$ cat config.mk
export PLATFORM = sky130hd
export DESIGN_NAME = alu_dual_mode_flat
export DESIGN_NICKNAME = d
export VERILOG_FILES = /design/src/rtl/alu_pkg.sv /design/src/rtl/alu_if.sv /design/src/rtl/alu_irq_ctrl.sv /design/src/rtl/alu_dual_mode.sv /design/src/flat_wrapper.sv
export SDC_FILE = /design/constraint.sdc
export NUM_CORES = 1
export LEC_CHECK = 0
export ABC_AREA = 1
export CORE_AREA = 5 5 68 70
export DETAILED_ROUTE_END_ITERATION = 16
export DIE_AREA = 0 0 73 75
export PLACE_DENSITY_LB_ADDON = 0.1
export SLEW_MARGIN = 20
export SYNTH_ARGS = -nofsm -noshare
export SYNTH_HDL_FRONTEND = slang
export SYNTH_SLANG_ARGS = --single-unit
$ cat constraint.sdc
create_clock -name alu_clk -period 2.68 [get_ports alu_clk]
set_clock_uncertainty 0.1 [all_clocks]
set_input_delay 0.268 -clock alu_clk [delete_from_list [all_inputs] [get_ports alu_clk]]
set_output_delay 0.268 -clock alu_clk [all_outputs]
set_load 0.1 [all_outputs]
$ cat src/rtl/alu_pkg.sv
// Shared width, opcode encodings and irq constant for the dual-mode ALU.
package alu_pkg;

  localparam int DATA_W = 8;

  typedef enum logic [1:0] {
    OPA_AND  = 2'b00,
    OPA_NAND = 2'b01,
    OPA_OR   = 2'b10,
    OPA_XOR  = 2'b11
  } op_a_e;

  typedef enum logic [1:0] {
    OPB_ADD = 2'b00,
    OPB_SUB = 2'b01,
    OPB_SHL = 2'b10,
    OPB_SHR = 2'b11
  } op_b_e;

  localparam logic [DATA_W-1:0] IRQ_A_VAL = 8'hFF;

endpackage

$ cat src/rtl/alu_if.sv
// ALU bus: operation request and operands from the master, result and irq from the ALU.
interface alu_if;
  import alu_pkg::*;

  logic              alu_enable;
  logic              alu_enable_a;
  logic              alu_enable_b;
  logic [1:0]        alu_op_a;
  logic [1:0]        alu_op_b;
  logic [DATA_W-1:0] alu_in_a;
  logic [DATA_W-1:0] alu_in_b;
  logic              alu_irq_clr;
  logic [DATA_W-1:0] alu_out;
  logic              alu_irq;

  modport master (
    output alu_enable, alu_enable_a, alu_enable_b, alu_op_a, alu_op_b,
    output alu_in_a, alu_in_b, alu_irq_clr,
    input  alu_out, alu_irq
  );

  modport slave (
    input  alu_enable, alu_enable_a, alu_enable_b, alu_op_a, alu_op_b,
    input  alu_in_a, alu_in_b, alu_irq_clr,
    output alu_out, alu_irq
  );

endinterface

$ cat src/rtl/alu_irq_ctrl.sv
// Sticky irq flag; a set at the same edge as a clear wins.
// Build option ALU_ILLEGAL_IRQ_EN: illegal enable combinations also set the flag.
module alu_irq_ctrl (
  input  logic alu_clk,
  input  logic alu_rst_n,
  input  logic event_i,
  input  logic illegal_i,
  input  logic clr_i,
  output logic irq_o
);

`ifdef ALU_ILLEGAL_IRQ_EN
  localparam logic ILLEGAL_SETS = 1'b1;
`else
  localparam logic ILLEGAL_SETS = 1'b0;
`endif

  logic set_w;
  logic irq_q;
  logic irq_d;

  assign set_w = event_i | (illegal_i & ILLEGAL_SETS);

  always_comb begin
    irq_d = irq_q;
    if (set_w) begin
      irq_d = 1'b1;
    end else if (clr_i) begin
      irq_d = 1'b0;
    end
  end

  always_ff @(posedge alu_clk) begin
    if (!alu_rst_n) begin
      irq_q <= 1'b0;
    end else begin
      irq_q <= irq_d;
    end
  end

  assign irq_o = irq_q;

endmodule

$ cat src/rtl/alu_dual_mode.sv
// Registered 8-bit ALU with a logic mode (A) and an arithmetic/shift mode (B).
// Build option ALU_ILLEGAL_IRQ_EN (see alu_irq_ctrl) makes both-modes-enabled raise irq.
module alu_dual_mode
  import alu_pkg::*;
(
  input  logic alu_clk,
  input  logic alu_rst_n,
  alu_if.slave bus
);

  logic              sel_a_w;
  logic              sel_b_w;
  logic              illegal_w;
  logic [DATA_W:0]   sum_w;
  logic [DATA_W:0]   diff_w;
  logic [DATA_W-1:0] res_a_w;
  logic [DATA_W-1:0] res_b_w;
  logic              evt_b_w;
  logic              event_w;
  logic [DATA_W-1:0] out_q;
  logic [DATA_W-1:0] out_d;

  assign sel_a_w   = bus.alu_enable &  bus.alu_enable_a & ~bus.alu_enable_b;
  assign sel_b_w   = bus.alu_enable & ~bus.alu_enable_a &  bus.alu_enable_b;
  assign illegal_w = bus.alu_enable &  bus.alu_enable_a &  bus.alu_enable_b;

  // Ninth bit carries the add carry-out and, for subtract, the borrow (a < b).
  assign sum_w  = {1'b0, bus.alu_in_a} + {1'b0, bus.alu_in_b};
  assign diff_w = {1'b0, bus.alu_in_a} - {1'b0, bus.alu_in_b};

  always_comb begin
    res_a_w = '0;
    case (op_a_e'(bus.alu_op_a))
      OPA_AND:  res_a_w = bus.alu_in_a & bus.alu_in_b;
      OPA_NAND: res_a_w = ~(bus.alu_in_a & bus.alu_in_b);
      OPA_OR:   res_a_w = bus.alu_in_a | bus.alu_in_b;
      OPA_XOR:  res_a_w = bus.alu_in_a ^ bus.alu_in_b;
      default:  res_a_w = '0;
    endcase
  end

  always_comb begin
    res_b_w = '0;
    evt_b_w = 1'b0;
    case (op_b_e'(bus.alu_op_b))
      OPB_ADD: begin
        res_b_w = sum_w[DATA_W-1:0];
        evt_b_w = sum_w[DATA_W];
      end
      OPB_SUB: begin
        res_b_w = diff_w[DATA_W-1:0];
        evt_b_w = diff_w[DATA_W];
      end
      OPB_SHL: res_b_w = bus.alu_in_a << bus.alu_in_b[2:0];
      OPB_SHR: res_b_w = bus.alu_in_a >> bus.alu_in_b[2:0];
      default: res_b_w = '0;
    endcase
    if (res_b_w == '0) begin
      evt_b_w = 1'b1;
    end
  end

  always_comb begin
    out_d   = out_q;
    event_w = 1'b0;
    if (sel_a_w) begin
      out_d   = res_a_w;
      event_w = (res_a_w == IRQ_A_VAL);
    end else if (sel_b_w) begin
      out_d   = res_b_w;
      event_w = evt_b_w;
    end
  end

  always_ff @(posedge alu_clk) begin
    if (!alu_rst_n) begin
      out_q <= '0;
    end else begin
      out_q <= out_d;
    end
  end

  alu_irq_ctrl u_irq_ctrl (
    .alu_clk   (alu_clk),
    .alu_rst_n (alu_rst_n),
    .event_i   (event_w),
    .illegal_i (illegal_w),
    .clr_i     (bus.alu_irq_clr),
    .irq_o     (bus.alu_irq)
  );

  assign bus.alu_out = out_q;

endmodule

$ cat src/flat_wrapper.sv
// flat-port wrapper written by rule: the top's interface ports become plain ports
module alu_dual_mode_flat import alu_pkg::*;
  (alu_clk, alu_rst_n, bus_alu_enable, bus_alu_enable_a, bus_alu_enable_b, bus_alu_op_a, bus_alu_op_b, bus_alu_in_a, bus_alu_in_b, bus_alu_irq_clr, bus_alu_out, bus_alu_irq);
  alu_if bus_i ();
  input  logic alu_clk;
  input  logic alu_rst_n;
  input wire logic [$bits(bus_i.alu_enable)-1:0] bus_alu_enable;
  input wire logic [$bits(bus_i.alu_enable_a)-1:0] bus_alu_enable_a;
  input wire logic [$bits(bus_i.alu_enable_b)-1:0] bus_alu_enable_b;
  input wire logic [$bits(bus_i.alu_op_a)-1:0] bus_alu_op_a;
  input wire logic [$bits(bus_i.alu_op_b)-1:0] bus_alu_op_b;
  input wire logic [$bits(bus_i.alu_in_a)-1:0] bus_alu_in_a;
  input wire logic [$bits(bus_i.alu_in_b)-1:0] bus_alu_in_b;
  input wire logic [$bits(bus_i.alu_irq_clr)-1:0] bus_alu_irq_clr;
  output wire logic [$bits(bus_i.alu_out)-1:0] bus_alu_out;
  output wire logic [$bits(bus_i.alu_irq)-1:0] bus_alu_irq;
  assign bus_i.alu_enable = bus_alu_enable;
  assign bus_i.alu_enable_a = bus_alu_enable_a;
  assign bus_i.alu_enable_b = bus_alu_enable_b;
  assign bus_i.alu_op_a = bus_alu_op_a;
  assign bus_i.alu_op_b = bus_alu_op_b;
  assign bus_i.alu_in_a = bus_alu_in_a;
  assign bus_i.alu_in_b = bus_alu_in_b;
  assign bus_i.alu_irq_clr = bus_alu_irq_clr;
  assign bus_alu_out = bus_i.alu_out;
  assign bus_alu_irq = bus_i.alu_irq;
  alu_dual_mode u_core (.alu_clk(alu_clk), .alu_rst_n(alu_rst_n), .bus(bus_i));
endmodule
==> results.json <==
{
  "drc": 0,
  "crit_family": "simple AND/OR/NAND/NOR gates",
  "track_usage_pct": 27.4,
  "fin_ws_ps": 301,
  "p_leak_uw": 0.00140,
  "cap_viol_max_count": 0,
  "yosysTopAreaCell": "nand2_1",
  "cts_buffers": 3,
  "critPathMaxFanout": 3,
  "startpoint_type": "input port",
  "postCtsSetupBuffers": 0,
  "ys_types": 39,
  "synth_top_area_share_pct": 17.9,
  "overflow": 0,
  "ctsResizeCount": 0,
  "vias_per_cell": 5.73,
  "via_count": 2790,
  "pwr-share-comb_pct": 62.5,
  "ys_warn_count": 0,
  "finalWeightedCongestion": 0.991,
  "diodes": 0,
  "grt_max_degree": 14,
  "syn_area_um2": 2260,
  "drt_wl_total_um": 7300,
  "min-delay-path-class": "reg -> reg",
  "crit_arrival_ps": 2450,
  "max_freq_ghz": 0.420,
  "syn_area_per_cell_um2": 5.75,
  "finalHoldViolCount": 0,
  "synth.ff_latch_count": 9,
  "die_x_um": 73,
  "power_uw": 822,
  "pwr-share-clk_pct": 19.6,
  "layout_min_cycle_time_ps": 2380,
  "initial_core_util_pct": 57.7,
  "cts_buffer_depth": 2,
  "io_pins": 35,
  "synth_nets": 446,
  "preCtsSetupSlack_ps": 72.6,
  "nets": 491,
  "dieArea_um2": 5480,
  "synth_edf_count": 0,
  "ir_drop_v": 0.000138,
  "antenna_left": 0,
  "worstSetupPathType": "in -> reg",
  "layout_commonest_cell": "nand2_1",
  "layout-drive-gt1-share_pct": 13.0,
  "first_pass_iters": 5,
  "drt_iter0_markers": 246,
  "tritoncts": "done",
  "final_core_util_pct": 69.3,
  "max_stage_delay_ps": 480,
  "area_delta_synth_final_pct": 20.0,
  "post-route-period-util_pct": 88.8,
  "hpwl_um": 6090,
  "antenna_found_initial": 0,
  "io_buffers": 34,
  "worstSetupEndpointType": "flip-flop",
  "wl_per_cell_um": 15.0,
  "cp_cell_sequence": "clkdlybuf4s50_1 -> inv_1 -> ha_1 -> fa_1 -> inv_1 -> nand2_1 -> nand2_1 -> nand3_2 -> nand2_1 -> nand2_1 -> nand3_1 -> nand3_1 -> nor2_1 -> nand3_1 -> nand2_1 -> nand2_1 -> a21oi_2",
  "ys.flop_type": "dfxtp_1",
  "ctsHoldBuffers": 0,
  "crit_path_frequent_cell": "nand2_1",
  "grt_pass1_wl_um": 11800,
  "report.final.slew_viol_count": 0,
  "postSynth.asyncResetShare_pct": 0,
  "maxSlewHeadroom_pct": 65.9,
  "holdWs_ps": 402,
  "cts-root-buf": "clkbuf_8",
  "outcome": "finished clean",
  "most-common-layout-cells": "nand2_1 (108), nand3_1 (66), inv_1 (49), nor2_1 (36), buf_4 (27)",
  "powerDensity_nw_per_um2": 303,
  "clkSinkCount": 9,
  "power.internal_uw": 427,
  "rsz0062_at_grt": "no",
  "worst_pin_slew_ps": 509,
  "synthTopCellsByArea": "nand2_1 (18%), nand3_1 (15%), ha_1 (14%)",
  "core_um2": 3910,
  "setup_tns_ps": 0,
  "setup_viol": 0,
  "p_switching_uw": 394,
  "dieHeight_um": 75,
  "cp.required_ps": 2750,
  "sw_frac_of_total_pct": 48.0,
  "pwr-share-seq_pct": 17.9,
  "grt_pass1_vias": 2542,
  "cpMaxStageDelayCell": "clkdlybuf4s50_1",
  "clock_latency_ps": 230,
  "ys_seq_area_share_pct": 7.97,
  "synthesis.instances": 393,
  "critPathBufInv": 3,
  "htreeDepth": 1,
  "cts.clk_slew.worst_paths_ps": 50,
  "row_count": 23
}
## sequential cells by signal (all words and copies together) (netlist names)
name / cells
u_core.u_irq_ctrl.irq_o: 1
u_core.bus.alu_out: 8
## layer usage
layer  vias to the layer above  share of wire, %  GRT usage, %
met3                        16               9.3          3.07
met5                         -                 0             0
li1                       1374                 -             -
met2                       158                47          48.1
met4                         0               1.5          6.15
met1                      1242                42          36.1
## cell families after synthesis
| logic type | count (synthesis) | share of synthesized area (%) |
|---|---|---|
| flops | 9 | 7.97 |
| simple gates | 246 | 50.0 |
| xor+xnor | 2 | 0.775 |
| fa+ha+maj | 27 | 15.6 |
| compound gates | 41 | 11.3 |
| buf+inv | 68 | 14.3 |
## worst paths after layout
kind         slack, ps  cells after the start                    start                 endpoint
min reg2reg        400                      2    u_core.bus.alu_out[5]    u_core.bus.alu_out[5]
min                400                      2    u_core.bus.alu_out[5]    u_core.bus.alu_out[5]
max reg2reg       1900                      2  u_core.u_irq_ctrl.irq_o  u_core.u_irq_ctrl.irq_o
max                300                     17          bus_alu_in_a[0]  u_core.u_irq_ctrl.irq_o
## power groups by stage
stage / logic (µW) / clock network, µW / registers [µW]
after floorplan: 294 / 0 / 207
after global placement: 498 / 0 / 149
after detailed placement: 501 / 0 / 149
after CTS: 504 / 158 / 147
after global routing: 559 / 167 / 148
final: 513 / 161 / 147
## worst register-to-register path: stages (launching register included)
cell     delay, ps
dfxtp_1        310
a21oi_1        180
a21oi_2         70
## metrics by stage
stage / std cells / area, µm²
after CTS: 487 / 2710
after detailed placement: 483 / 2670
after global placement: 483 / 2670
after global routing: 487 / 2710
final: 487 / 2710
after floorplan: 393 / 2260
## final cells by class
| class | instances | area [µm²] |
|---|---|---|
| Timing Repair Buffer | 52 | 453 |
| Multi-Input combinational cell | 316 | 1760 |
| Sequential cell | 9 | 180 |
| Clock buffer | 4 | 45.0 |
| Tap cell | 50 | 62.6 |
| Fill cell | 365 | 1200 |
| Inverter | 56 | 215 |
## synth_stat cells, types with 3 or more instances
library cell and n:
nor2_4 3, inv_1 49, nand3_2 3, nand2_1 108, inv_2 5, a21oi_1 13
buf_2 3, nand2_2 6, nor3_1 4, o221ai_1 3, nor2_1 36, nand3_1 66
a31oi_1 6, nor2_2 4, ha_1 25, buf_6 7, o2111ai_1 4, nand4_1 6
dfxtp_1 9, o21ai_0 7
No activity file was read; power rests on OpenSTA's default activity.
==> edit 1, RTL diff (same settings) <==
Add a define of `ALU_ILLEGAL_IRQ_EN`.
--- a/src/rtl/alu_irq_ctrl.sv
+++ b/src/rtl/alu_irq_ctrl.sv
@@ -2,2 +2,4 @@
 // Build option ALU_ILLEGAL_IRQ_EN: illegal enable combinations also set the flag.
+`define ALU_ILLEGAL_IRQ_EN
+
 module alu_irq_ctrl (
Behaviour: not the same (a bounded check fails within 4 cycles, from zero or initial values and one cycle with alu_rst_n low).
==> edit 1 against the original RTL <==
Design area down 1.6%; synthesized area is 4.0% lower; routed wire length fell by 3.6%; setup slack lost 0.042 ns; sequential cell count unchanged; clock power increased by 2%; first-iteration DRC count rose by 42%; die area unchanged; fmax down 1.8%; count of clock-buffer cells in the layout is the same; total power increased by 0.49%; via count shrank 0.47%; critical endpoint unchanged; highest routed layer unchanged.
==> edit 1: results (changes against the original RTL) <==
[status]
status=finished, final reports clean  ; unchanged

[global_route]
gr-usage-met1_pct=36.52  ; was 36.06%
grt_usage_pct=26.56  ; was 27.42%
grt_use_met3_pct=1.469  ; was 3.071%
met2_usage_pct=46.28  ; was 48.06%
grt_max_degree=16  ; was 14
grt_first_pass_wirelength_mm=11.53  ; was 11.79 mm
grt_pass1_vias=2515  ; was 2542

[synthesis]
yosysSeqAreaShare_pct=8.309  ; was 7.973%
syn_area_per_cell_um2=5.531  ; was 5.750 um2
synth_common_cells=nand2_1, nand3_1, inv_1  ; unchanged
syn_nets=445  ; was 446
yosys-top-cells-area=nand2_1, nand3_1, ha_1  ; unchanged

[finish]
layout-drive-gt1-share_pct=12.24  ; was 13.04%
multi_input_area_mm2=0.001699  ; was 0.001755 mm2
bufAreaShareNonClock_pct=17.26  ; was 16.71%
nNetsFinal=495  ; was 491
multi_input_gates=317  ; was 316
buffers=53  ; was 52
nNonClkInverters=58  ; was 56

[drt]
met3_wirelength_um=674  ; was 682 um
via_per_inst=5.656  ; was 5.729
drt-initial-drc-count=350  ; was 246
wl_met1_mm=2.995  ; was 3.046 mm

[power]
combinationalPower_uw=514  ; was 513 uW
switchingPower_uw=395.3  ; was 394.2 uW

[setup_path]
worstPathArrival_ns=2.49  ; was 2.45 ns
rr_worst_depth=4  ; was 2
r2r_slack_ns=1.84  ; was 1.90 ns

[placed_design]
hpwl_mm=5.896  ; was 6.088 mm
gp_congestion=0.9566  ; was 0.9911

[hold_path]
hp-start=u_core.bus.alu_out[0]  ; was u_core.bus.alu_out[5]
min_to=u_core.bus.alu_out[0]  ; was u_core.bus.alu_out[5]

[sta]
slew_headroom_pct=68.53  ; was 65.92%

## edit 1: changes by cell type after synthesis, moves of 4 or more
cell | before | now
nand2_1 | 108 | 118
nor2_1 | 36 | 27
buf_6 | 7 | 3
a21oi_1 | 13 | 18
o21ai_0 | 7 | 12
## edit 1: stage by stage
step / instance area (um2) / hold WS, ns / utilization [%] / cells / setup WS (ns)
after CTS: 2668 / 0.3985 / 68.16 / 491 / 0.2782
after global placement: 2623 / 0.3804 / 67.01 / 487 / 0.05951
after global routing: 2668 / 0.4140 / 68.16 / 491 / 0.07308
final: 2668 / 0.3917 / 68.16 / 491 / 0.2582
after floorplan: 2168 / 0.3645 / - / 392 / 0.7533
after detailed placement: 2623 / 0.3888 / 67.01 / 487 / 0.04148
## edit 1: cell families after synthesis
| logic type | synth area share, % |
|---|---|
| xor gates and xnor gates | 0.8080 |
| adders and majority gates | 16.27 |
| DFF | 8.309 |
| and+or+nand+nor | 48.07 |
| AOI/OAI and AO/OA | 13.21 |
| buffers and inverters | 13.33 |
==> edit 2, RTL diff (same flow settings) <==
Made on the original files. Remove the case item `OPB_SHL` of the case on `op_b_e'(bus.alu_op_b)`.
--- a/src/rtl/alu_dual_mode.sv
+++ b/src/rtl/alu_dual_mode.sv
@@ -53,3 +53,2 @@
       end
-      OPB_SHL: res_b_w = bus.alu_in_a << bus.alu_in_b[2:0];
       OPB_SHR: res_b_w = bus.alu_in_a >> bus.alu_in_b[2:0];
Formal check against the unedited RTL: not equivalent (a bounded check fails within 4 cycles, from zero or initial values and one cycle with alu_rst_n low).
==> edit 2 against the original RTL <==
Combinational power shrank 9.7%; synthesized area shrank 13%; design area shrank 7.3%; cell count shrank 6.0%; register-to-register slack gained 0.02 ns; total power shrank 6.4%; setup slack lost 0.046 ns; routed wire length shrank 13%; critical path depth is the same; count of clock-buffer cells in the layout is the same; sequential cell count is the same; first-iteration DRC count shrank 34%; global-route usage shrank 3.7 points; highest routed layer unchanged.
==> edit 2: results (changes against the original RTL) <==
[status]
status=finished, final reports clean  ; unchanged

[synthesis]
yosys-top-cells-area=nand2_1, ha_1, nand3_1  ; was nand2_1, nand3_1, ha_1
synth_common_cells=nand2_1, inv_1, nand3_1  ; was nand2_1, nand3_1, inv_1
syn_nets=404  ; was 446
yosysSeqAreaShare_pct=9.213  ; was 7.973%
synthAdderAreaFrac_pct=17.40  ; was 15.61%
syn_area_per_cell_um2=5.556  ; was 5.750 um2
yosysUniqueCellTypes=31  ; was 39
synth_compound_area_share_pct=12.92  ; was 11.30%

[global_route]
grt_usage_pct=23.69  ; was 27.42%
grt_first_pass_wirelength_mm=10.19  ; was 11.79 mm
grt_pass1_vias=2225  ; was 2542

[placed_design]
hpwl_mm=5.373  ; was 6.088 mm
preCtsSetupSlack_ns=0.05638  ; was 0.07262 ns
gp_congestion=0.9685  ; was 0.9911

[sta]
clock.fmax_ghz=0.4123  ; was 0.4203 GHz

[power]
peakVddDrop_uv=177.3  ; was 137.8 uV
p_leak_nw=1.340  ; was 1.395 nW

[drt]
drt-initial-drc-count=163  ; was 246
via_per_inst=5.266  ; was 5.729

[setup_path]
worstPathArrival_ns=2.49  ; was 2.45 ns
max_stage_delay_ns=0.50  ; was 0.48 ns
r2r_start=u_core.bus.alu_out[3]  ; was u_core.u_irq_ctrl.irq_o
r2r_slack_ns=1.92  ; was 1.90 ns

[finish]
layout-drive-gt1-share_pct=12.75  ; was 13.04%
nNetsFinal=461  ; was 491

==> edit 2: per-layer routing <==
layer	track usage, %	vias to the layer above	share of wire (%)
met5	0	-	0
met4	6.148	0	2.6
met1	29.88	1077	44
met2	42.60	82	48
met3	2.804	10	5.6
li1	-	1243	-
==> edit 2: final cells by class <==
class	count	area, um2
Clock buffer	4	45.04
Fill cell	416	1401
Inverter	58	222.7
Multi-Input combinational cell	280	1511
Sequential cell	9	180.2
Tap cell	50	62.56
Timing Repair Buffer	57	490.5
==> edit 2: cells by family (layout without fill, tap and decap cells) <==
family          Yosys count  count (layout)
compound gates           43              43
fa+ha+maj                26              26
buf+inv                  63             119
flops                     9               9
simple gates            211             211
==> edit 2: power by group <==
part	leakage, nW	switching (mW)	internal, mW
Sequential	0.0733	0.00395	0.142
Combinational	1.24	0.292	0.171
Clock	0.0228	0.0565	0.104
==> edit 2: how the worst min path moves through the flow <==
stage                           from                       to  slack (ns)  depth (start not counted)
2_1_floorplan              alu_rst_n  u_core.u_irq_ctrl.irq_o        0.36                          2
3_3_place_gp   u_core.bus.alu_out[5]    u_core.bus.alu_out[5]        0.38                          2
3_5_place_dp   u_core.bus.alu_out[1]    u_core.bus.alu_out[1]        0.39                          2
4_1_cts        u_core.bus.alu_out[2]    u_core.bus.alu_out[2]        0.40                          2
5_1_grt        u_core.bus.alu_out[5]    u_core.bus.alu_out[5]        0.41                          2
6_report       u_core.bus.alu_out[7]    u_core.bus.alu_out[7]        0.39                          2
==> edit 2: tightest hold or removal path, cell delays in order (launching register included) <==
cell and delay [ns]:
dfxtp_1 0.30, nand2_1 0.06, a31oi_1 0.07
==> edit 2: repair_timing <==
item                                    CTS  global route
hold buffers                              0             0
endpoints found under the setup margin    0             1
gates resized for setup                   0             1
